**config.mk**
```make
export PLATFORM = sky130hd
export DESIGN_NAME = arith_op_issue
export DESIGN_NICKNAME = d
export VERILOG_FILES = /design/src/rtl/arith_op_issue.sv
export SDC_FILE = /design/constraint.sdc
export NUM_CORES = 1
export LEC_CHECK = 0
export CAP_MARGIN = 10
export CORE_UTILIZATION = 45
export CTS_CLUSTER_SIZE = 12
export DETAILED_ROUTE_END_ITERATION = 10
export HOLD_SLACK_MARGIN = 0.05
export PLACE_DENSITY = 0.65
export REMOVE_ABC_BUFFERS = 1
export SLEW_MARGIN = 20
export SYNTH_ARGS = -nofsm -noshare
export SYNTH_HDL_FRONTEND = slang
export SYNTH_SLANG_ARGS = --single-unit
```
**constraint.sdc**
```tcl
create_clock -name clk -period 9.5 [get_ports clk]
set_clock_uncertainty 0.2 [all_clocks]
set_input_delay 1.9 -clock clk [delete_from_list [all_inputs] [get_ports clk]]
set_output_delay 1.9 -clock clk [all_outputs]
set_load 0.01 [all_outputs]
```
**src/rtl/arith_op_issue.sv**
```systemverilog
// arith_op_issue: issue/return stage for a fixed-latency ALU.
// Command FIFO -> ALU operand regs -> in-flight pipe -> result FIFO.
module arith_op_issue #(
  parameter int CMD_DEPTH = 4,
  parameter int RES_DEPTH = 4,
  parameter int ALU_LAT   = 2,
  parameter int TAG_W     = 4
) (
  input  logic             clk,
  input  logic             rst,
  input  logic             in_valid,
  output logic             in_ready,
  input  logic [31:0]      in_a,
  input  logic [31:0]      in_b,
  input  logic [1:0]       in_sel,
  input  logic [TAG_W-1:0] in_tag,
  output logic [31:0]      alu_a,
  output logic [31:0]      alu_b,
  output logic [1:0]       alu_sel,
  input  logic [31:0]      alu_r,
  output logic             out_valid,
  input  logic             out_ready,
  output logic [31:0]      out_r,
  output logic [TAG_W-1:0] out_tag,
  output logic             out_dz,
  output logic             busy
);
  localparam int CPW = $clog2(CMD_DEPTH);
  localparam int RPW = $clog2(RES_DEPTH);
  localparam int NW  = $clog2(RES_DEPTH + ALU_LAT + 2) + 2;

  typedef struct packed {
    logic [31:0]      a;
    logic [31:0]      b;
    logic [1:0]       sel;
    logic [TAG_W-1:0] tag;
    logic             dz;
  } cmd_t;

  typedef struct packed {
    logic [31:0]      r;
    logic [TAG_W-1:0] tag;
    logic             dz;
  } res_t;

  cmd_t             cmd_mem [CMD_DEPTH];
  logic [CPW-1:0]   cmd_wp, cmd_rp;
  logic [CPW:0]     cmd_cnt, cmd_cnt_nxt;
  logic             rdy_q;

  res_t             res_mem [RES_DEPTH];
  logic [RPW-1:0]   res_wp, res_rp;
  logic [RPW:0]     res_cnt;

  logic [ALU_LAT:0] pv, pdz;
  logic [TAG_W-1:0] ptag [ALU_LAT+1];

  logic             push, issue, cap, pop;
  logic [NW-1:0]    occ;
  cmd_t             head;
  res_t             rhead;

  assign in_ready  = rdy_q;
  assign push      = in_valid & rdy_q;
  assign head      = cmd_mem[cmd_rp];
  assign cap       = pv[ALU_LAT];
  assign out_valid = (res_cnt != '0);
  assign pop       = out_valid & out_ready;
  assign rhead     = res_mem[res_rp];
  assign out_r     = rhead.r;
  assign out_tag   = rhead.tag;
  assign out_dz    = rhead.dz;
  assign busy      = (cmd_cnt != '0) | (|pv) | (res_cnt != '0);

  // Reserved result slots: ops in flight plus results not yet popped.
  always_comb begin
    occ = NW'(res_cnt);
    for (int i = 0; i <= ALU_LAT; i++)
      occ = occ + NW'(pv[i]);
  end

  // A pop this edge frees its slot in time for an issue on the same edge.
  assign issue = (cmd_cnt != '0) &&
                 (occ < NW'(RES_DEPTH) + NW'(pop));

  assign cmd_cnt_nxt = cmd_cnt + (CPW+1)'(push)
                               - (CPW+1)'(issue);

  // Command FIFO: pointers, count and registered not-full flag.
  always_ff @(posedge clk or negedge rst) begin
    if (!rst) begin
      cmd_wp  <= '0;
      cmd_rp  <= '0;
      cmd_cnt <= '0;
      rdy_q   <= 1'b0;
      for (int i = 0; i < CMD_DEPTH; i++)
        cmd_mem[i] <= '0;
    end else begin
      if (push) begin
        cmd_mem[cmd_wp] <= {in_a, in_b, in_sel, in_tag,
                            (in_sel == 2'd3) && (in_b == 32'd0)};
        cmd_wp <= cmd_wp + 1'b1;
      end
      if (issue)
        cmd_rp <= cmd_rp + 1'b1;
      cmd_cnt <= cmd_cnt_nxt;
      rdy_q   <= (cmd_cnt_nxt != (CPW+1)'(CMD_DEPTH));
    end
  end

  // ALU operand registers: load on issue, otherwise hold.
  always_ff @(posedge clk or negedge rst) begin
    if (!rst) begin
      alu_a   <= '0;
      alu_b   <= '0;
      alu_sel <= '0;
    end else if (issue) begin
      alu_a   <= head.a;
      alu_b   <= head.b;
      alu_sel <= head.sel;
    end
  end

  // In-flight pipe: tail is valid on the edge alu_r holds the result.
  always_ff @(posedge clk or negedge rst) begin
    if (!rst) begin
      pv  <= '0;
      pdz <= '0;
      for (int i = 0; i <= ALU_LAT; i++)
        ptag[i] <= '0;
    end else begin
      pv      <= {pv[ALU_LAT-1:0], issue};
      pdz     <= {pdz[ALU_LAT-1:0], issue & head.dz};
      ptag[0] <= issue ? head.tag : '0;
      for (int i = 1; i <= ALU_LAT; i++)
        ptag[i] <= ptag[i-1];
    end
  end

  // Result FIFO: capture from the pipe tail, pop on handshake.
  always_ff @(posedge clk or negedge rst) begin
    if (!rst) begin
      res_wp  <= '0;
      res_rp  <= '0;
      res_cnt <= '0;
      for (int i = 0; i < RES_DEPTH; i++)
        res_mem[i] <= '0;
    end else begin
      if (cap) begin
        res_mem[res_wp] <= {alu_r, ptag[ALU_LAT], pdz[ALU_LAT]};
        res_wp <= res_wp + 1'b1;
      end
      if (pop)
        res_rp <= res_rp + 1'b1;
      res_cnt <= res_cnt + (RPW+1)'(cap) - (RPW+1)'(pop);
    end
  end

endmodule

```
==> flow_metrics.env, run 1 <==
export IMPL_hold_viol=0
export IMPL_post_cts_buffers=0
export IMPL_cts_buffer_depth=3
export IMPL_track_usage_pct=19.22
export IMPL_nets=1642
export IMPL_drive_above_1_share_pct=39.83
export IMPL_ys_warn_count=0
export IMPL_path_class="flip-flop to output pin"
export IMPL_period_needed_ns=5.046
export IMPL_synthFlopType="dfrtp_1"
export IMPL_die_w_um=226.3
export IMPL_drv_slew=0
export IMPL_fin_crit_sh_pct=53.12
export IMPL_die_area_um2=51210
export IMPL_cts_tree="built"
export IMPL_grt_antenna_before_repair=4
export IMPL_numCtsBuffers=56
export IMPL_setup_tns_ns=0
export IMPL_start_util_pct=45.96
export IMPL_fp_row_count=81
export IMPL_leakage_nw=11.53
export IMPL_dp_hpwl_um=27650
export IMPL_drc_errors=0
export IMPL_multi_input_area_um2=8955
export IMPL_syn_area_um2=22640
export IMPL_fp_dieH_um=226.3
export IMPL_max_freq_mhz=198.2
export IMPL_io_pin_count=212
export IMPL_root_buffer="clkbuf_16"
export IMPL_yosys_area_top_type_share_pct=58.70
export IMPL_max_slew_margin_pct=32.05
export IMPL_finalSetupViolations=0
export IMPL_port_buffers=211
export IMPL_routabilityCongestion=0.6992
export IMPL_yosys_area_top_type="dfrtp_1"
export IMPL_ys_seq_area_share_pct=58.70
export IMPL_ctsHoldBuffers=0
export IMPL_vias_per_cell=5.367
export IMPL_detail_route_wl_per_cell_um=21.12
export IMPL_r2r_slack_ns=5.01
export IMPL_place_ws_ns=4.382
export IMPL_ant_nets=0
export IMPL_final_seq_area_um2=13300
export IMPL_cpMaxStageDelayCell="dfrtp_2"
export IMPL_crit_buf_inv=2
export IMPL_synth_cell_types=31
export IMPL_clkLatencyLatePin_ns=0.59
export IMPL_synth_seq_cells=531
export IMPL_outcome="finished, final reports clean"
export IMPL_cp_end_kind="output pin"
export IMPL_rsz0062_at_grt="no"
export IMPL_maxCapViolations=0
export IMPL_clock_sinks=531
export IMPL_cts_clk_slew_worst_paths_ns=0.06
export IMPL_grt_pass1_vias=13340
export IMPL_hold_ws_ns=0.1442
export IMPL_final_area_um2=27190
export IMPL_yosysMostFrequentCell="dfrtp_1"
export IMPL_critPathMaxFanout=27
export IMPL_routed_wl_um=46890
export IMPL_crit_path_cell_trace="buf_4 > mux4_2 > clkdlybuf4s50_1"
export IMPL_post_cts_resized=0
export IMPL_power_density_nw_per_um2=407.6
export IMPL_async_flop_share_pct=100.0
export IMPL_drt_first_pass_iters=4
export IMPL_critPathMaxStageDelay_ns=0.64
export IMPL_synth_edf_count=0
export IMPL_core_area_um2=49250
export IMPL_vdd_drop_max_mv=0.3059
export IMPL_initialDrtViolationCount=502
export IMPL_grt_max_degree=148
export IMPL_hold_class="flip-flop to flip-flop"
export IMPL_yosys_top_cells_area="dfrtp_1 (59%), mux2_2 (17%), mux4_2 (11%)"
export IMPL_placed_cell_area_um2=25410
export IMPL_crit_arrival_ns=2.95
export IMPL_syn_to_final_growth_pct=20.10
export IMPL_via_count=11920
export IMPL_synthTopCellsByCount="dfrtp_1 (531), mux2_2 (337), mux4_2 (108)"
export IMPL_synthCells=1307
export IMPL_required_ns=7.40
export IMPL_htree_levels=2
export IMPL_syn_area_per_cell_um2=17.32
export IMPL_overflow=0
export IMPL_startpoint_type="flip-flop"
export IMPL_fillers=4005
export IMPL_cp_top_family="buffers and inverters"
export IMPL_timing_worst_slew_pin_value_ns=1.019
export IMPL_grt_pass1_wl_um=75710
export IMPL_worst_slack_ns=4.454
-- area by class of cell --
cell class | count | share of cell area [%]
Multi-Input combinational cell | 685 | 32.94
Clock inverter | 8 | 0.4234
Clock buffer | 86 | 6.088
Sequential cell | 531 | 48.91
Antenna cell | 2 | 0.01841
Tap cell | 664 | 3.056
Inverter | 16 | 0.2209
Timing Repair Buffer | 228 | 8.348
-- path summary, 6_finish.rpt --
kind | startpoint | endpoint | depth (start not counted)
setup / recovery | res_rp[0]$_DFFE_PN0P_ | out_r[11] | 3
max in group asynchronous | rst | cmd_rp[0]$_DFFE_PN0P_ | 2
hold / removal | ptag[10]$_DFF_PN0_ | ptag[6]$_DFF_PN0_ | 0
setup reg to reg | pv[2]$_DFF_PN0_ | in_ready$_DFF_PN0_ | 17
min in group asynchronous | rst | res_mem[130]$_DFFE_PN0P_ | 1
hold reg to reg | ptag[10]$_DFF_PN0_ | ptag[6]$_DFF_PN0_ | 0
-- cell usage in the layout, fill, tap and decap left out, drive strengths merged, types with 7 or more instances in the layout --
| cell type | n |
|---|---|
| dfrtp | 531 |
| mux2 | 495 |
| clkdlybuf4s50 | 210 |
| mux4 | 108 |
| clkbuf | 86 |
| buf | 18 |
| inv | 16 |
| ha | 14 |
| nand2 | 13 |
| xnor2 | 8 |
| nor4 | 7 |
-- where the power goes --
group          internal, mW  switching [mW]
Clock                  1.26           0.854
Combinational          3.04            1.80
Sequential             3.43           0.694
-- state kept, by name (all words and copies together) (netlist names), 3 cells and up --
name	cells
ptag	12
cmd_cnt	3
alu_a	32
alu_b	32
pdz	3
cmd_mem	284
pv	3
res_mem	148
res_cnt	3
-- stage by stage --
stage | total power, mW | cells | utilization (%)
after floorplan | 7.718 | 1232 | -
after global placement | 8.920 | 2124 | 51.60
after detailed placement | 9.093 | 2124 | 51.60
after CTS | 11.26 | 2218 | 55.19
after global routing | 11.78 | 2219 | 55.19
final | 11.08 | 2220 | 55.20
-- kinds of logic after synthesis --
group           synth area share, %
mux                           36.41
flops                         58.70
buf+inv                       2.062
simple gates                  1.050
fa+ha+maj                     1.128
xor+xnor                     0.3869
compound gates               0.2653
-- metal layers --
layer	global-route usage, %	vias up	part of all wire (%)
met3	4.406	70	5.2
met4	5.057	4	1.7
li1	-	5237	-
met2	31.70	202	49
met1	25.62	6402	44
met5	0	-	0.058
No activity file was read; power rests on OpenSTA's default activity.
==> run 2: changes to the inputs <==
- PLACE_DENSITY: 0.65 -> 0.68
- clock period: 9.5 -> 4.45 ns (I/O delays scaled with it)
==> run 2 against run 1 <==
Sequential power grew 110%. Worst setup slack got worse by 4.0 ns. Final cell count is 0.54% higher. Largest cell class unchanged. Highest routed layer unchanged.
==> flow_metrics.env, run 2 (synthesis gave the netlist of run 1 again) <==
export IMPL_hold_viol=0
export IMPL_numCtsBuffers=56
export IMPL_cp_startpoint="res_cnt[0]$_DFF_PN0_"
export IMPL_drt_first_pass_iters=4
export IMPL_drv_slew=0
export IMPL_final_common_cell="dfrtp_1"
export IMPL_max_slew_margin_pct=36.62
export IMPL_overflow=0
export IMPL_whs_endpoint="ptag[7]$_DFF_PN0_"
export IMPL_startpoint_type="flip-flop"
export IMPL_regToRegEndpoint="in_ready$_DFF_PN0_"
export IMPL_via_count=11920
export IMPL_rr_worst_depth=16
export IMPL_detail_route_wl_per_cell_um=20.85
export IMPL_worstHoldPathCells=0
export IMPL_crit_arrival_ns=4.27
export IMPL_maxCapViolations=0
export IMPL_outcome="finished, final reports clean"
export IMPL_leakage_nw=11.67
export IMPL_largest_register="cmd_mem"
export IMPL_clock_sinks=531
export IMPL_fin_crit_sh_pct=90.14
export IMPL_port_buffers=211
export IMPL_power_density_nw_per_um2=868.4
export IMPL_nets=1653
export IMPL_final_util_pct=55.74
export IMPL_worst_slack_ns=0.4387
export IMPL_grt_max_degree=105
export IMPL_r2r_slack_ns=0.44
export IMPL_diodes=0
export IMPL_fp_row_count=81
export IMPL_post_cts_resized=0
export IMPL_ant_nets=0
export IMPL_critPathMaxFanout=3
export IMPL_cts_tree="built"
export IMPL_path_class="flip-flop to flip-flop"
export IMPL_final_cell_mix="dfrtp_1 (527), mux2_2 (337), clkdlybuf4s50_1 (210), mux4_2 (108), mux2_1 (95)"
export IMPL_hold_ws_ns=0.1446
export IMPL_initialDrtViolationCount=417
export IMPL_place_ws_ns=0.4258
export IMPL_drc_errors=0
export IMPL_r2r_start="res_cnt[0]$_DFF_PN0_"
export IMPL_dp_hpwl_um=28370
export IMPL_die_area_um2=51210
export IMPL_timing_worst_slew_pin_value_ns=0.9474
export IMPL_grt_pass1_vias=13450
export IMPL_track_usage_pct=19.19
export IMPL_core_area_um2=49250
export IMPL_cts_clk_slew_worst_paths_ns=0.06
export IMPL_hold_class="flip-flop to flip-flop"
export IMPL_cts_buffer_depth=3
export IMPL_io_pin_count=212
export IMPL_vias_per_cell=5.339
export IMPL_vdd_drop_max_mv=1.220
export IMPL_routabilityCongestion=0.7070
export IMPL_grt_antenna_before_repair=4
export IMPL_rsz0062_at_grt="no"
export IMPL_fp_dieH_um=226.3
export IMPL_hold_path_startpoint="ptag[11]$_DFF_PN0_"
export IMPL_required_ns=4.71
export IMPL_htree_levels=2
export IMPL_max_freq_mhz=249.3
export IMPL_largestRegisters="cmd_mem x284, res_mem x148"
export IMPL_die_w_um=226.3
export IMPL_ctsHoldBuffers=0
export IMPL_period_needed_ns=4.011
export IMPL_finalSetupViolations=0
export IMPL_start_util_pct=45.96
export IMPL_cp_end_kind="flip-flop"
export IMPL_syn_to_final_growth_pct=21.27
export IMPL_grt_pass1_wl_um=76290
export IMPL_post_cts_buffers=0
export IMPL_routed_wl_um=46540
export IMPL_largest_reg_flops=284
export IMPL_drive_above_1_share_pct=40.37
export IMPL_root_buffer="clkbuf_16"
export IMPL_clkLatencyLatePin_ns=0.61
## run 2: cell count changes in the layout (fill, tap and decap cells not counted)
cell	before	now
nand2_2	4	2
nand2_4	0	2
diode_2	2	0
clkinv_2	5	4
inv_6	0	2
clkbuf_8	12	14
buf_12	2	13
## run 2: area by class of cell
class / count / area, um^2
clock buffers: 88 / 1683
repair buffers: 239 / 2490
flip-flops and latches: 531 / 13300
multi-input cells: 685 / 8965
well taps: 664 / 830.8
clock inverters: 9 / 127.6
fillers: 3920 / 21800
inverters: 16 / 60.06
## run 2: how the worst max path moves through the flow
stage                    endpoint  cells past startpoint
3_3_place_gp   in_ready$_DFF_PN0_                     16
4_1_cts        in_ready$_DFF_PN0_                     16
6_report       in_ready$_DFF_PN0_                     16
2_1_floorplan  in_ready$_DFF_PN0_                     16
5_1_grt        in_ready$_DFF_PN0_                     16
3_5_place_dp   in_ready$_DFF_PN0_                     16
## run 2: metrics by stage
stage / instance area [um^2] / setup TNS (ns) / std cells / total power, mW
after floorplan: 22230 / -257.79 / 1232 / 15.23
after global placement: 25630 / 0 / 2135 / 19.13
after detailed placement: 25640 / 0 / 2135 / 19.53
after CTS: 27450 / 0 / 2232 / 24.24
after global routing: 27450 / 0 / 2232 / 25.34
final: 27450 / 0 / 2232 / 23.84
## run 2: report_power, final
| part | internal [mW] | switching (mW) | leakage [nW] | total (mW) |
|---|---|---|---|---|
| Combinational | 6.57 | 3.89 | 4.45 | 10.5 |
| Sequential | 7.33 | 1.45 | 6.33 | 8.78 |
| Clock | 2.74 | 1.86 | 0.890 | 4.60 |
| Total | 16.6 | 7.19 | 11.7 | 23.8 |
## run 2: critical path: stages, from the launching register on
cell	delay, ns
dfrtp_1	0.43
fa_1	0.56
ha_1	0.16
inv_1	0.07
fa_1	0.51
nand3b_1	0.12
a221oi_2	0.35
o21bai_4	0.10
inv_2	0.07
ha_1	0.21
inv_1	0.05
ha_1	0.13
inv_1	0.05
fa_1	0.40
xnor2_1	0.21
xnor2_1	0.16
nand3b_1	0.10
## run 2: metal layers
metal  global-route usage [%]  wire [um]  vias to the layer above
met3                    5.196       2906                       71
li1                         -          -                     5263
met4                    5.144        843                        8
met2                    31.58      22760                      206
met1                    25.09      19980                     6368
met5                        0         55                        -
==> run 3: changes to the inputs <==
--- a/config.mk
+++ b/config.mk
@@ -7,9 +7,10 @@
 export LEC_CHECK = 0
 export CAP_MARGIN = 10
-export CORE_UTILIZATION = 45
+export CORE_MARGIN = 4
+export CORE_UTILIZATION = 50
 export CTS_CLUSTER_SIZE = 12
 export DETAILED_ROUTE_END_ITERATION = 10
 export HOLD_SLACK_MARGIN = 0.05
-export PLACE_DENSITY = 0.68
+export PLACE_DENSITY = 0.74
 export REMOVE_ABC_BUFFERS = 1
 export SLEW_MARGIN = 20
==> constraint.sdc (replaced) <==
create_clock -name clk -period 4.45 [get_ports clk]
set_clock_uncertainty 0.2 [all_clocks]
set_input_delay 1.1125 -clock clk [delete_from_list [all_inputs] [get_ports clk]]
set_output_delay 1.1125 -clock clk [all_outputs]
set_load 0.01 [all_outputs]
==> run 3 against run 2 <==
Clock-buffer cell count unchanged. Global-route usage rose by 0.64 points. Sequential cell count unchanged. Routed wire length up 0.70%. Total power fell by 0.91%. Design area decreased by 0.85%. Utilization up 5.4 points. Combinational power barely moved. Clock power shrank 5.0%. Non-clock buffer count unchanged. Via count up 0.47%. Worst hold slack improved by 0.0020 ns.
==> flow_metrics.env, run 3 (synthesis gave the netlist of run 1 again) <==
export IMPL_outcome="finished, final reports clean"
export IMPL_worst_slack_ns=0.4443
export IMPL_r2r_start="res_cnt[0]$_DFF_PN0_"
export IMPL_cts_buffer_depth=3
export IMPL_ctsHoldBuffers=0
export IMPL_final_area_um2=27220
export IMPL_die_area_um2=48740
export IMPL_overflow=0
export IMPL_rsz0062_at_grt="no"
export IMPL_max_slew_margin_pct=28.62
export IMPL_hold_path_startpoint="ptag[6]$_DFF_PN0_"
export IMPL_timing_worst_slew_pin_value_ns=1.067
export IMPL_finalSetupViolations=0
export IMPL_period_needed_ns=4.006
export IMPL_drv_slew=0
export IMPL_start_util_pct=50.86
export IMPL_via_count=11970
export IMPL_fin_cells=2156
export IMPL_grt_antenna_before_repair=2
export IMPL_htree_levels=2
export IMPL_cts_tree="built"
export IMPL_track_usage_pct=19.83
export IMPL_required_ns=3.14
export IMPL_diodes=0
export IMPL_crit_arrival_ns=2.69
export IMPL_root_buffer="clkbuf_16"
export IMPL_post_cts_buffers=0
export IMPL_critPathMaxFanout=14
export IMPL_cts_clk_slew_worst_paths_ns=0.06
export IMPL_fp_dieH_um=220.8
export IMPL_startpoint_type="flip-flop"
export IMPL_maxCapViolations=0
export IMPL_fin_crit_sh_pct=90.02
export IMPL_fp_row_count=77
export IMPL_die_w_um=220.8
export IMPL_hold_class="flip-flop to flip-flop"
export IMPL_leakage_nw=11.59
export IMPL_largest_reg_flops=284
export IMPL_drive_above_1_share_pct=39.90
export IMPL_ant_nets=0
export IMPL_vdd_drop_max_mv=0.8309
export IMPL_nets=1651
export IMPL_dp_cells=2063
export IMPL_detail_route_wl_per_cell_um=21.74
export IMPL_drt_first_pass_iters=4
export IMPL_cp_end_kind="output pin"
export IMPL_grt_max_degree=93
export IMPL_fillers=3363
export IMPL_io_pin_count=212
export IMPL_core_area_um2=44510
export IMPL_post_cts_resized=0
export IMPL_numCtsBuffers=54
export IMPL_routabilityCongestion=0.7238
export IMPL_placed_cell_area_um2=25530
export IMPL_place_ws_ns=0.4330
export IMPL_largest_register="cmd_mem"
export IMPL_r2r_slack_ns=0.47
export IMPL_largestRegisters="cmd_mem x284, res_mem x148"
export IMPL_max_freq_mhz=249.6
export IMPL_grt_pass1_wl_um=75740
export IMPL_clkLatencyLatePin_ns=0.59
export IMPL_cp_startpoint="res_rp[0]$_DFFE_PN0P_"
export IMPL_final_util_pct=61.15
export IMPL_syn_to_final_growth_pct=20.24
export IMPL_clock_sinks=531
export IMPL_vias_per_cell=5.553
export IMPL_drc_errors=0
export IMPL_final_cell_mix="dfrtp_1 (527), mux2_2 (337), clkdlybuf4s50_1 (210), mux4_2 (108), mux2_1 (95)"
export IMPL_routed_wl_um=46870
export IMPL_path_class="flip-flop to output pin"
export IMPL_initialDrtViolationCount=460
export IMPL_final_common_cell="dfrtp_1"
export IMPL_hold_viol=0
export IMPL_dp_hpwl_um=28930
export IMPL_port_buffers=211
export IMPL_power_density_nw_per_um2=867.9
export IMPL_grt_pass1_vias=13570
-- run 3: worst paths after layout --
| kind | to | depth (start not counted) |
|---|---|---|
| max | out_r[28] | 3 |
| min | ptag[2]$_DFF_PN0_ | 0 |
| max reg2reg | in_ready$_DFF_PN0_ | 16 |
| min reg2reg | ptag[2]$_DFF_PN0_ | 0 |
| max in group asynchronous | cmd_mem[241]$_DFFE_PN0P_ | 2 |
| min in group asynchronous | res_mem[142]$_DFFE_PN0P_ | 1 |
-- run 3: where the power goes --
part           internal (mW)  total, mW  switching, mW
registers               7.33       8.75           1.41
clock network           2.56       4.37           1.81
logic                   6.58       10.5           3.93
-- run 3: area by class of cell --
type | instances | area, um^2 | area share, %
sequential | 531 | 13300 | 48.85
multi-input combinational | 685 | 8955 | 32.90
timing repair buffer | 239 | 2477 | 9.101
clock buffer | 88 | 1610 | 5.916
tap | 592 | 740.7 | 2.721
clock inverter | 5 | 78.83 | 0.2896
inverter | 16 | 60.06 | 0.2206
-- run 3: layer usage --
metal  routed length (um)  up-vias  GRT usage, %  share of wire [%]
li1                     -     5261             -                  -
met1                19900     6408         25.97                 42
met2                23280      225         33.37                 50
met3                 2650       74         4.861                5.7
met4                  998        4         5.575                2.1
met5                   34        -             0              0.073
-- run 3: critical path, cell delays in order (launching register included) --
cell             delay [ns]
dfrtp_2                0.68
buf_4                  0.36
mux4_2                 0.55
clkdlybuf4s50_1        0.50
-- run 3: metrics by stage --
stage	TNS [ns]	hold slack [ns]	power, mW
detailed placement	0	0.1362	19.52
global route	0	0.1529	25.07
floorplan	-257.79	0.1312	15.23
finish	0	0.1466	23.63
CTS	0	0.1490	24.00
global placement	0	0.1332	19.11
